## src/rtl/unidade_controle_multiciclo.sv

```systemverilog
`default_nettype none
// ============================================================================
// Module   : unidade_controle_multiciclo
// Purpose  : Multicycle (IDLE/DECODE/EXEC/WB) control unit for the
//            ProcessadorFinal datapath; one instruction per four cycles.
// Revision : 1.0 - initial release
// ============================================================================
module unidade_controle_multiciclo #(
    parameter int         IMM_W     = 14,
    parameter logic [3:0] ALUOP_ADD = 4'b0010,
    parameter logic [3:0] ALUOP_SUB = 4'b0110
) (
    input  logic        clock,
    input  logic        reset,
    input  logic [31:0] instr,
    input  logic        instr_valid,
    output logic        instr_ready,
    input  logic        Zero,
    output logic [5:0]  RS,
    output logic [5:0]  RT,
    output logic [5:0]  RD,
    output logic [31:0] imediato,
    output logic [3:0]  ALUOp,
    output logic        ALUSrc,
    output logic        ULAData,
    output logic        SumZero,
    output logic        RegWrite,
    output logic        NOP,
    output logic        StackOP,
    output logic        JAL,
    output logic        branch_taken,
    output logic        illegal
);

    typedef enum logic [1:0] {
        S_IDLE   = 2'd0,
        S_DECODE = 2'd1,
        S_EXEC   = 2'd2,
        S_WB     = 2'd3
    } state_t;

    localparam logic [5:0] c_OP_RTYPE = 6'h00;
    localparam logic [5:0] c_OP_ADDI  = 6'h01;
    localparam logic [5:0] c_OP_LI    = 6'h02;
    localparam logic [5:0] c_OP_JAL   = 6'h03;
    localparam logic [5:0] c_OP_BEQ   = 6'h04;
    localparam logic [5:0] c_OP_PUSH  = 6'h05;
    localparam logic [5:0] c_OP_POP   = 6'h06;
    localparam logic [5:0] c_OP_NOP   = 6'h3F;

    state_t      r_state;
    state_t      w_next_state;
    logic [31:0] r_instr;

    logic [5:0]  w_rd;
    logic [31:0] w_imm;
    logic [3:0]  w_aluop;
    logic        w_alusrc;
    logic        w_uladata;
    logic        w_sumzero;
    logic        w_nop;
    logic        w_stackop;
    logic        w_jal;
    logic        w_regwrite;
    logic        w_beq;
    logic        w_illegal;

    assign instr_ready = (r_state == S_IDLE);

    always_comb begin
        w_next_state = r_state;
        case (r_state)
            S_IDLE:   if (instr_valid) w_next_state = S_DECODE;
            S_DECODE: w_next_state = S_EXEC;
            S_EXEC:   w_next_state = S_WB;
            S_WB:     w_next_state = S_IDLE;
            default:  w_next_state = S_IDLE;
        endcase
    end

    // Decode works from the latched word so instr may change after acceptance.
    always_comb begin
        w_rd       = 6'd0;
        w_imm      = {{(32-IMM_W){r_instr[IMM_W-1]}}, r_instr[IMM_W-1:0]};
        w_aluop    = 4'd0;
        w_alusrc   = 1'b0;
        w_uladata  = 1'b0;
        w_sumzero  = 1'b0;
        w_nop      = 1'b0;
        w_stackop  = 1'b0;
        w_jal      = 1'b0;
        w_regwrite = 1'b0;
        w_beq      = 1'b0;
        w_illegal  = 1'b0;
        case (r_instr[31:26])
            c_OP_RTYPE: begin
                w_aluop    = r_instr[3:0];
                w_rd       = r_instr[13:8];
                w_regwrite = 1'b1;
            end
            c_OP_ADDI: begin
                w_alusrc   = 1'b1;
                w_aluop    = ALUOP_ADD;
                w_rd       = r_instr[19:14];
                w_regwrite = 1'b1;
            end
            c_OP_LI: begin
                w_sumzero  = 1'b1;
                w_alusrc   = 1'b1;
                w_aluop    = ALUOP_ADD;
                w_rd       = r_instr[19:14];
                w_regwrite = 1'b1;
            end
            c_OP_JAL: begin
                w_jal      = 1'b1;
                w_rd       = 6'd63;
                w_regwrite = 1'b1;
            end
            c_OP_BEQ: begin
                w_aluop = ALUOP_SUB;
                w_beq   = 1'b1;
            end
            c_OP_PUSH: begin
                w_stackop = 1'b1;
                w_uladata = 1'b1;
                w_alusrc  = 1'b1;
                w_imm     = 32'hFFFF_FFFF;
                w_aluop   = ALUOP_ADD;
            end
            c_OP_POP: begin
                w_stackop  = 1'b1;
                w_uladata  = 1'b1;
                w_alusrc   = 1'b1;
                w_imm      = 32'd1;
                w_aluop    = ALUOP_ADD;
                w_rd       = r_instr[19:14];
                w_regwrite = 1'b1;
            end
            c_OP_NOP: w_nop = 1'b1;
            default: begin
                w_nop     = 1'b1;
                w_illegal = 1'b1;
            end
        endcase
    end

    always_ff @(posedge clock) begin
        if (reset) begin
            r_state      <= S_IDLE;
            r_instr      <= 32'd0;
            RS           <= 6'd0;
            RT           <= 6'd0;
            RD           <= 6'd0;
            imediato     <= 32'd0;
            ALUOp        <= 4'd0;
            ALUSrc       <= 1'b0;
            ULAData      <= 1'b0;
            SumZero      <= 1'b0;
            RegWrite     <= 1'b0;
            NOP          <= 1'b0;
            StackOP      <= 1'b0;
            JAL          <= 1'b0;
            branch_taken <= 1'b0;
            illegal      <= 1'b0;
        end else begin
            r_state <= w_next_state;
            case (r_state)
                S_IDLE: if (instr_valid) r_instr <= instr;
                S_DECODE: begin
                    RS       <= r_instr[25:20];
                    RT       <= r_instr[19:14];
                    RD       <= w_rd;
                    imediato <= w_imm;
                    ALUOp    <= w_aluop;
                    ALUSrc   <= w_alusrc;
                    ULAData  <= w_uladata;
                    SumZero  <= w_sumzero;
                    NOP      <= w_nop;
                    StackOP  <= w_stackop;
                    JAL      <= w_jal;
                end
                S_EXEC: begin
                    RegWrite     <= w_regwrite;
                    branch_taken <= w_beq & Zero;
                    illegal      <= w_illegal;
                end
                S_WB: begin
                    RS           <= 6'd0;
                    RT           <= 6'd0;
                    RD           <= 6'd0;
                    imediato     <= 32'd0;
                    ALUOp        <= 4'd0;
                    ALUSrc       <= 1'b0;
                    ULAData      <= 1'b0;
                    SumZero      <= 1'b0;
                    RegWrite     <= 1'b0;
                    NOP          <= 1'b0;
                    StackOP      <= 1'b0;
                    JAL          <= 1'b0;
                    branch_taken <= 1'b0;
                    illegal      <= 1'b0;
                end
                default: ;
            endcase
        end
    end

endmodule
`default_nettype wire

```

## config.mk

```make
export PLATFORM = sky130hd
export DESIGN_NAME = unidade_controle_multiciclo
export DESIGN_NICKNAME = d
export VERILOG_FILES = /design/src/rtl/unidade_controle_multiciclo.sv
export SDC_FILE = /design/constraint.sdc
export NUM_CORES = 1
export LEC_CHECK = 0
export CORE_MARGIN = 2
export CORE_UTILIZATION = 35
export CTS_CLUSTER_SIZE = 20
export DETAILED_ROUTE_END_ITERATION = 8
export PLACE_DENSITY = 0.6
export RECOVER_POWER = 25
export SYNTH_ARGS = -nofsm -noshare
export SYNTH_HDL_FRONTEND = slang
export SYNTH_SLANG_ARGS = --single-unit
```

## constraint.sdc

```tcl
create_clock -name clock -period 1.9 [get_ports clock]
set_input_delay 0.19 -clock clock [delete_from_list [all_inputs] [get_ports clock]]
set_output_delay 0.19 -clock clock [all_outputs]
set_load 0.01 [all_outputs]
```

# Word-level counts from Yosys, hierarchy flattened
# Index checks and enable logic that the tools add are counted.
[totals]
reg_bits = 96
wordCells = 64
out_inout_bits = 64
inputBits = 36
[op_classes]
n_reduce_logical = 11
muxes = 26
bitwise = 1
n_eq_ne = 11
[op_table]
columns = ["op", "count"]
rows = [
  ["case mux 32 bit (2 select lines)", 2],
  ["case mux 6 bit (2 select lines)", 3],
  ["== test 6 x 3 -> 1 bit (second input constant)", 3],
  ["case mux 6 bit (3 select lines)", 1],
  ["case mux 1 bit (2 select lines)", 8],
  ["== test 6 x 2 -> 1 bit (second input constant)", 2],
  ["case mux 4 bit (3 select lines)", 1],
  ["2-to-1 mux 1 bit", 8],
  ["case mux 2 bit (4 select lines)", 1],
  ["case mux 4 bit (2 select lines)", 1],
  ["OR reduction 8 bit", 1],
  ["OR reduction 7 bit", 1],
  ["== test 6 x 1 -> 1 bit (second input constant)", 1],
  ["== test 6 bit (second input constant)", 1],
  ["zero test 6 bit", 1],
  ["OR reduction 5 bit", 1],
  ["== test 2 bit (second input constant)", 2],
  ["nonzero test 2 bit", 2],
  ["OR reduction 4 bit", 1],
  ["OR reduction 3 bit", 1],
  ["== test 2 x 1 -> 1 bit (second input constant)", 1],
  ["zero test 2 bit", 1],
  ["2-to-1 mux 2 bit", 1],
  ["inequality test 2 bit (second input constant)", 1],
  ["3 further kinds", 3],
]

# Longest topological paths before layout
[depth]
ltp_word = 4
depth_mapped = 8
depth_no_buf = 6

# Worst setup path before layout
# No wires, ideal clock.
[synth_timing]
path_type = "reg-to-reg"
start = "register r_state[1]"
end = "register imediato[1]"
setup_time_ns = 0.070
n_path_buf = 2
required_ns = 1.830
period_less_slack_ns = 1.611
setup_slack_ns = 0.289
t_arrival_ns = 1.541
stages_incl_launch_ff = 9
path_cell_list = "dfxtp_1 -> inv_1 -> ha_1 -> clkbuf_1 -> inv_1 -> a311o_1 -> buf_2 -> o21bai_1 -> a21oi_1"
[synth_between]
elab_chain_len = 2
[synth_rtl]
columns = ["item", "line", "rtl"]
rows = [
  ["start: declaration", "51", "state_t r_state;"],
  ["start signal: assignment", "166", "r_state <= w_next_state;"],
  ["== test 2 bit or == test 2 x 1 -> 1 bit (tied branches)", "167", "case (r_state)"],
  ["case mux 32 bit (2 select lines) or nonzero test 2 bit (tied branches)", "--", ""],
  ["end signal: assignment", "173", "imediato <= w_imm;"],
  ["end: declaration", "22", "output logic [31:0] imediato,"],
]
# Several ways; a longest one is shown, not always the timed one.
# A chain may end at the register's enable or synchronous reset.

# Worst setup path after layout
[layout_timing]
start = "register r_state[0]"
end = "output port instr_ready"
[layout_between]
elab_chain_len = 1
[layout_rtl]
columns = ["item", "line", "rtl"]
rows = [
  ["zero test 2 bit", "68", "assign instr_ready = (r_state == S_IDLE);"],
  ["end: declaration", "17", "output logic instr_ready,"],
]
# No other way between the ends.

==> summary.md <==
• finished, final reports clean — result of the run
• 0.0340 — global-route track usage on met3
• in -> reg — Hold Path Class
• 3 — number of H-tree branching levels
• 0 ns — TNS Setup
• reg -> out — kind of critical path
• 424 uV — maximum vdd drop
• 6 — highest net fanout along the worst path
• 41 — number of distinct library cells after synthesis
• 2742 — number of global-route vias before repair
• 0.956 — fin crit share
• 5.00 — vias per cell
• 101 um — Chip Width
• 550 MHz — timing-limited maximum frequency
• 0 — max-cap check violation count
• 0.226 — met1 Track Usage GR
• 9 — cts bufs inserted
• 0.00819 ns — clock tree skew after final layout
• 0.07 ns — clock-pin slew on the worst setup and hold paths
• dfxtp_1 48%, nand2_1 9.6%, a21oi_1 8.4% — synth top area cells
• 4270 um^2 — placed instance area
• 0 — number of antenna violations at the first check in global routing
• 0.459 — worst slew margin relative to its limit
• compound AO/OA/AOI/OAI gates — main combinational cell family by area after synthesis
• 5.62 mW — Overall Power
• 0.180 — simple-gate portion of the synthesized area
• 6.17 mm — DP HPWL
• 0 — number of flops mapped to enable cells by yosys
• 0 — number of endpoints with negative hold slack in the final report
• 100 — number of top-level pins
• 0.178 ns — Hold Slack
• 0 — Detail Route Antenna Nets
• 134 — iteration-0 DRC count of the detailed router
• 0.0491 — multiplexer area fraction after synthesis
• 0 — final setup vio count
• 1.63 ns — worst path arrival time
• clkbuf_8 — clk root buf
• 0.171 ns — worst slack at placement
• 2931 — vias after detailed routing
• 36.9% — synthesis-to-finish area growth
• dfxtp_1 — predominant post-synthesis flop cell
• 0 — warning count from the yosys run
• 0 — n_diodes
• 0.186 — Compound-Gate Fraction of Synth Area
• 1.82 ns — final critical path time including I/O delays and setup
• 101 um — die span in y
• 0.35 ns — latest clock arrival within the worst-skew pair
• 13.6 mm — wire length of the first global-routing pass
• 78 — synthesis-stage register bit count
• 99 — PortBufs
• 432 — net count after synthesis
• 4500 um^2 — post-route cell area
• 586 — Cell Count, Final, Fillers Out
• 10200 um^2 — full die area
• 0.0800 — ratio of cells with drive above 1 in the final layout
• 46 — maximum number of pins on one net before global-route repair
• flop — startpoint type of the worst setup path
• false — setup repair after global routing missed its margin
• 570 — placed instance count
• 84 x nand2_1, 78 x dfxtp_1, 55 x a21oi_1, 29 x nor2_1, 21 x buf_4 — most instantiated cells after synthesis
• 3290 um^2 — Cell Area, Synth
• 0.00267 — xor and xnor area share after synthesis
• 0.21 ns — R2R setup slack
• 392 — Gate Count Post-Synth
• nand2_1 — most frequent cell after synthesis
• 0.359 — effective utilization at floorplan
• 0.0152 — adder-cell share of the synthesized area
• 0.845 — routability-driven placement congestion ratio
• 0.491 — Util after Layout
• 78 — CTS sink count
• 511 — final net count
• built — TritonCTS clock tree
• met2 — busiest grt layer
• 0.170 — Global Route Usage Sum
• 9150 um^2 — area of the core
• 4 — Pre-antenna DRT Iters
• primary output — sort of element at the end of the critical path
• dfxtp_1 — library cell occupying the most area in the post-synthesis netlist
• 0 — Pins Over Slew Limit
• 0.265 — grt met2 use
• 14.9 um — wire length per cell after detailed routing
• 0.475 — top cell type's share of synthesized area
• 8.75 mm — total wire length after detailed routing
• 0 — grt ovf
• 1.71 ns — required time at the worst-slack endpoint
• 1250 nW/um^2 — total power divided by cell area
• 8.38 um^2 — synthesized area per cell
• 0 — Async SR Flop Fraction
• 2 — number of buffers between clock root and the deepest sink
• 35 — number of standard-cell rows in the floorplan
• 0.812 ns — Slew @ Worst Pin
• 1.73 nW — total leakage power
• 0.475 — share of synthesized area occupied by flip-flops and latches
• 0 — DRC errors left
• 0.0827 ns — final setup slack of the worst path
==> power breakdown <==
part	switching, mW	total, mW	internal [mW]
clock	0.581	1.38	0.800
sequential	0.198	2.09	1.89
combinational	1.19	2.15	0.955
==> path summary, 6_finish.rpt <==
| path | start | end | cells past startpoint |
|---|---|---|---|
| setup reg to reg | r_instr[29] | imediato[1] | 4 |
| setup / recovery | r_state[0] | instr_ready | 3 |
| hold / removal | reset | r_state[1] | 2 |
| hold reg to reg | imediato[4] | imediato[4] | 2 |
==> cell usage in the layout, fill, tap and decap left out, types with 3 or more instances in the layout <==
| master | instances |
|---|---|
| ha_1 | 3 |
| dfxtp_1 | 77 |
| a21oi_1 | 55 |
| buf_4 | 13 |
| a221oi_1 | 6 |
| nor3_1 | 10 |
| o21bai_1 | 7 |
| o21ai_0 | 3 |
| nor2_1 | 29 |
| mux2i_1 | 15 |
| inv_1 | 11 |
| o32ai_1 | 6 |
| nand3_1 | 6 |
| dlygate4sd3_1 | 26 |
| nand2_1 | 84 |
| clkdlybuf4s50_1 | 72 |
| clkbuf_8 | 11 |
| a21o_1 | 6 |
==> cell families (layout without fill, tap and decap cells) <==
logic type | Yosys count | count (layout)
fa+ha+maj | 4 | 4
compound gates | 95 | 95
xor+xnor | 1 | 1
simple gates | 141 | 141
buf+inv | 57 | 140
flops | 78 | 78
mux | 16 | 16
==> worst max-delay path: stages, from the launching register on <==
cell and delay [ns]:
dfxtp_1 0.34, inv_1 0.09, ha_1 0.27, clkdlybuf4s50_1 0.58
==> registers in the layout, summed over array words and instances (netlist names) <==
register and flops:
JAL 1, r_state 2, RegWrite 1, ALUOp 4, illegal 1, StackOP 1
branch_taken 1, ALUSrc 1, r_instr 32, RT 6, NOP 1, RS 6
imediato 14, RD 6, SumZero 1
==> area by class of cell <==
type	count	area, um^2
Clock buffer	11	151
Timing Repair Buffer	114	1110
Clock inverter	4	70.1
Tap cell	111	139
Inverter	11	41.3
Fill cell	895	4660
Sequential cell	78	1560
Multi-Input combinational cell	257	1420
==> routing by layer <==
layer / wire (um) / up-vias
met5: 0 / -
li1: - / 1473
met2: 4030 / 80
met3: 476 / 15
met1: 4060 / 1363
met4: 178 / 0
==> timing repair <==
| item | 4_1_cts | 5_1_grt |
|---|---|---|
| endpoints found under the setup margin | 1 | 6 |
| setup buffers | 0 | 1 |
| endpoints found under the hold margin | 0 | 0 |
| pin swaps | 0 | 1 |
| gates resized for setup | 1 | 1 |
| hold buffers | 0 | 0 |
(Power assumes the default switching activity.)
==> patch 1: new RTL, same flow settings <==
Change the parameter `IMM_W` from 14 to 10.
--- a/src/rtl/unidade_controle_multiciclo.sv
+++ b/src/rtl/unidade_controle_multiciclo.sv
@@ -6,7 +6,7 @@
 // Revision : 1.0 - initial release
 // ============================================================================
 module unidade_controle_multiciclo #(
-    parameter int         IMM_W     = 14,
+    parameter int         IMM_W     = 10,
     parameter logic [3:0] ALUOP_ADD = 4'b0010,
     parameter logic [3:0] ALUOP_SUB = 4'b0110
 ) (
Formal check against the unedited RTL: not equivalent (Yosys sat finds a counterexample within 4 cycles, from zero or initial values and one cycle with reset high).
==> patch 1 against the unedited design <==
Wire length down 11%; sequential cell count down 4; synthesized area down 5.8%; maximum frequency is 2.5% higher; setup slack better by 44 ps; final area fell by 5.0%; total power decreased by 6.5%; critical path depth did not move.
==> patch 1: results (changes against the unedited design) <==
Detailed routing
  • Via count: 2625 (was 2931)
  • Drt wl/cell: 14.0 µm (was 14.9 µm)
  • Initial DRC count: 105 (was 134)

Logic synthesis
  • Post-synth top cells: nand2_1, dfxtp_1, a21oi_1 (unchanged)
  • Compound-Gate Fraction of Synth Area: 0.148 (was 0.186)
  • Unique masters post-synth: 42 (was 41)
  • Adder-Cell Fraction of Synth Area: 0.0162 (was 0.0152)
  • Synth Area in XOR/XNOR: 0.00283 (was 0.00267)
  • Post-synthesis sequential area ratio: 0.479 (was 0.475)
  • Top post-synthesis cells by area: dfxtp_1, nand2_1, a21oi_1 (unchanged)

Pwr
  • Max VDD drop: 0.000526 V (was 0.000424 V)
  • Pleak: 1.62 nW (was 1.73 nW)

Final layout
  • Layout cells sized above 1: 0.0876 (was 0.0800)
  • Filler Cells Inserted: 822 (was 895)
  • Nets: 480 (was 511)
  • Top Registers: r_instr (32), imediato (10) (was r_instr (32), imediato (14))

Place
  • Gpl congestion: 0.799 (was 0.845)
  • HPWL Detailed: 5570 µm (was 6170 µm)
  • Pre-CTS WS: 318 ps (was 171 ps)

STA
  • Worst slew pin tran: 628 ps (was 812 ps)
  • Setup Skew: 9.37 ps (was 8.19 ps)

Global route
  • Number of global-route vias before repair: 2510 (was 2742)
  • First-pass GRT wire length: 12700 µm (was 13600 µm)
  • Total GRT Usage: 0.165 (was 0.170)

Status
  • Status: completed (unchanged)

Clock network
  • Setup Buffers After CTS: 0 (unchanged)
  • Number of CTS-inserted buffers: 9 (unchanged)

Setup path
  • WP data arrival: 1580 ps (was 1630 ps)
-- patch 1: critical path, stage by stage, from the launching register on --
cell	delay, ps
dfxtp_1	340
inv_1	100
ha_2	240
clkdlybuf4s50_1	570
-- patch 1: final cells by class --
class	count	share of cell area
sequential	74	0.347
tap	108	0.0316
clock inverter	4	0.0176
clock buffer	12	0.0340
timing repair buffer	113	0.254
inverter	2	0.00176
multi-input combinational	240	0.314
-- patch 1: layer usage --
layer  wire (µm)  GRT usage
met1        3600      0.213
met5           0          0
met3         489     0.0537
met2        3590      0.263
met4          75     0.0481
-- patch 1: final timing paths --
path / startpoint / end / slack [ps] / depth (start not counted)
max: r_state[0]$_SDFFE_PP0P_ / instr_ready / 130 / 3
min: reset / ALUSrc$_SDFFE_PP0P_ / 270 / 2
max reg2reg: r_state[1]$_SDFFE_PP0P_ / ALUOp[0]$_SDFFE_PP0P_ / 300 / 6
min reg2reg: imediato[7]$_SDFFE_PP0P_ / imediato[7]$_SDFFE_PP0P_ / 450 / 2
-- patch 1: power breakdown --
part | switching [mW] | internal (mW)
logic | 1.02 | 0.878
clock network | 0.575 | 0.777
registers | 0.207 | 1.80
-- patch 1: cell families after synthesis --
logic type	count (synthesis)
XOR/XNOR	1
AO/OA/AOI/OAI	79
multiplexers	19
AND/OR/NAND/NOR	137
adder cells (fa/ha/maj)	4
buffers and inverters	48
flip-flops	74
-- patch 1: through the flow --
step | hold slack (ps) | std cells | instance area [µm²] | utilization
3_5_place_dp | 446 | 537 | 4050 | 0.469
5_1_grt | 256 | 553 | 4270 | 0.495
6_report | 273 | 553 | 4270 | 0.495
3_3_place_gp | 442 | 537 | 4050 | 0.469
2_1_floorplan | 326 | 362 | 3100 | -
4_1_cts | 239 | 553 | 4280 | 0.495
==> patch 2: new RTL, config.mk and constraints unchanged <==
Made on the original files. Make the reset (`reset`) asynchronous in one clocked block.
--- a/src/rtl/unidade_controle_multiciclo.sv
+++ b/src/rtl/unidade_controle_multiciclo.sv
@@ -144,7 +144,7 @@
         endcase
     end
 
-    always_ff @(posedge clock) begin
+    always_ff @(posedge clock or posedge reset) begin
         if (reset) begin
             r_state      <= S_IDLE;
             r_instr      <= 32'd0;
Behaviour: differs if reset is asserted again (counterexample within 4 cycles, from zero or initial values and one cycle with reset high); with reset held inactive, the same outputs for 10 cycles.
==> patch 2 against the unedited design <==
Synthesized area up 6.4%; wire length shrank 11%; setup slack improved by 150 ps; first-iteration DRC count decreased by 24%; combinational power up 61%; final area grew 6.3%; hold slack improved by 250 ps; total power up 37%; sequential cell count unchanged.
==> patch 2: results (changes against the unedited design) <==
Logic synthesis
  • Post-synth top cells: dfrtp_1, nor2_1, mux2_2 (was nand2_1, dfxtp_1, a21oi_1)
  • Post-synthesis sequential area ratio: 0.558 (was 0.475)
  • Synth warn: 0 (unchanged)
  • Synth Net Count: 349 (was 432)
  • Unique masters post-synth: 34 (was 41)
  • Top post-synthesis cells by area: dfrtp_1, mux2_2, nor2_1 (was dfxtp_1, nand2_1, a21oi_1)
  • Synth Instances: 309 (was 392)
  • Async S/R FF share, synth: 1.00 (was 0)

STA
  • Setup Skew: 8.70 ps (was 8.19 ps)
  • Worst slew pin tran: 1060 ps (was 812 ps)

Final layout
  • ANT cells: 0 (unchanged)
  • Layout cells sized above 1: 0.184 (was 0.0800)
  • Nets: 437 (was 511)

Setup path
  • Worst r2r src: r_instr[29]$_DFFE_PP0P_ (was r_instr[29]$_SDFFE_PP0P_)
  • CP max stage delay: 450 ps (was 580 ps)
  • Crit path capture: imediato[0]$_DFFE_PP0P_ (was instr_ready)
  • Top cell family by delay on the critical path: simple AND/OR/NAND/NOR gates (was buffers and inverters)
  • Worst path slowest cell: or3b_4 (was clkdlybuf4s50_1)
  • CP max FO: 6 (unchanged)
  • Worst R2R Setup Slack: 230 ps (was 210 ps)
  • CP Class: reg2reg (was reg2out)
  • WP data arrival: 1920 ps (was 1630 ps)

Global route
  • First-pass GRT wire length: 13000 µm (was 13600 µm)
  • Largest net degree at the start of global routing: 79 (was 46)
  • Total GRT Usage: 0.152 (was 0.170)
  • Number of global-route vias before repair: 2490 (was 2742)

Worst hold path
  • Hold WC Path Type: in2reg (unchanged)
  • WHS Endpoint: branch_taken$_DFFE_PP0P_ (was r_state[1]$_SDFFE_PP0P_)
  • Hold path start: Zero (was reset)
  • Worst Hold Path Cells: 3 (was 2)

Place
  • Cells after DPL: 519 (was 570)
  • HPWL Detailed: 5600 µm (was 6170 µm)
  • Port Buffer Count: 99 (unchanged)
  • Gpl congestion: 0.797 (was 0.845)

Detailed routing
  • Via density per instance: 4.66 (was 5.00)
  • Via count: 2493 (was 2931)
  • Drt wl/cell: 14.6 µm (was 14.9 µm)
  • Initial DRC count: 102 (was 134)
  • Drt pass-1 iters: 4 (unchanged)

Clock network
  • CTS resizes: 0 (was 1)
  • Longest Clk Path Bufs: 2 (unchanged)

Pwr
  • Max VDD drop: 0.000664 V (was 0.000424 V)
  • Pleak: 2.00 nW (was 1.73 nW)

Status
  • Status: completed (unchanged)
==> patch 2: cell types whose count changed in the layout (fill, tap and decap cells not counted), moves of 32 or more <==
cell | before | now
dfrtp_1 | 0 | 77
dfxtp_1 | 77 | 0
nand2_1 | 84 | 24
a21oi_1 | 55 | 8
mux2_2 | 1 | 33
==> patch 2: report_power, final <==
group | internal [mW] | leakage (nW) | switching, mW
Combinational | 1.84 | 0.908 | 1.62
Clock | 0.785 | 0.110 | 0.624
Sequential | 2.33 | 0.985 | 0.507
Total | 4.96 | 2.00 | 2.75
==> patch 2: metal layers <==
layer	vias up	track usage	routed length [µm]
met2	77	0.227	3570
met1	1196	0.212	3700
li1	1216	-	-
met5	-	0	0
met3	4	0.0501	489
met4	0	0.0425	34
==> patch 2: cell families after synthesis <==
group / synth area share
buf+inv: 0.0755
flops: 0.558
fa+ha+maj: 0.0143
mux: 0.149
compound gates: 0.0762
simple gates: 0.124
xor+xnor: 0.00250
==> patch 2: final cells by class <==
type / count / area (µm²)
clock buffer: 10 / 138
sequential: 78 / 1950
inverter: 9 / 37.5
fill: 915 / 4950
tap: 133 / 166
multi-input combinational: 186 / 1280
timing repair buffer: 113 / 1110
clock inverter: 6 / 92.6
==> patch 2: stage by stage <==
step	power [mW]	setup WS, ps	hold slack, ps	cell area (µm²)
3_5_place_dp	6.40	220	466	4560
2_1_floorplan	5.03	210	285	3500
5_1_grt	8.28	77.3	424	4780
6_report	7.71	233	424	4780
4_1_cts	7.83	4.46	318	4790
3_3_place_gp	6.32	198	461	4560
==> patch 2: worst register-to-register path, stage by stage, from the launching register on <==
cell,delay [ps]
dfrtp_1,440
or3b_4,450
nor3_1,380
nor2_1,70
a211oi_1,240
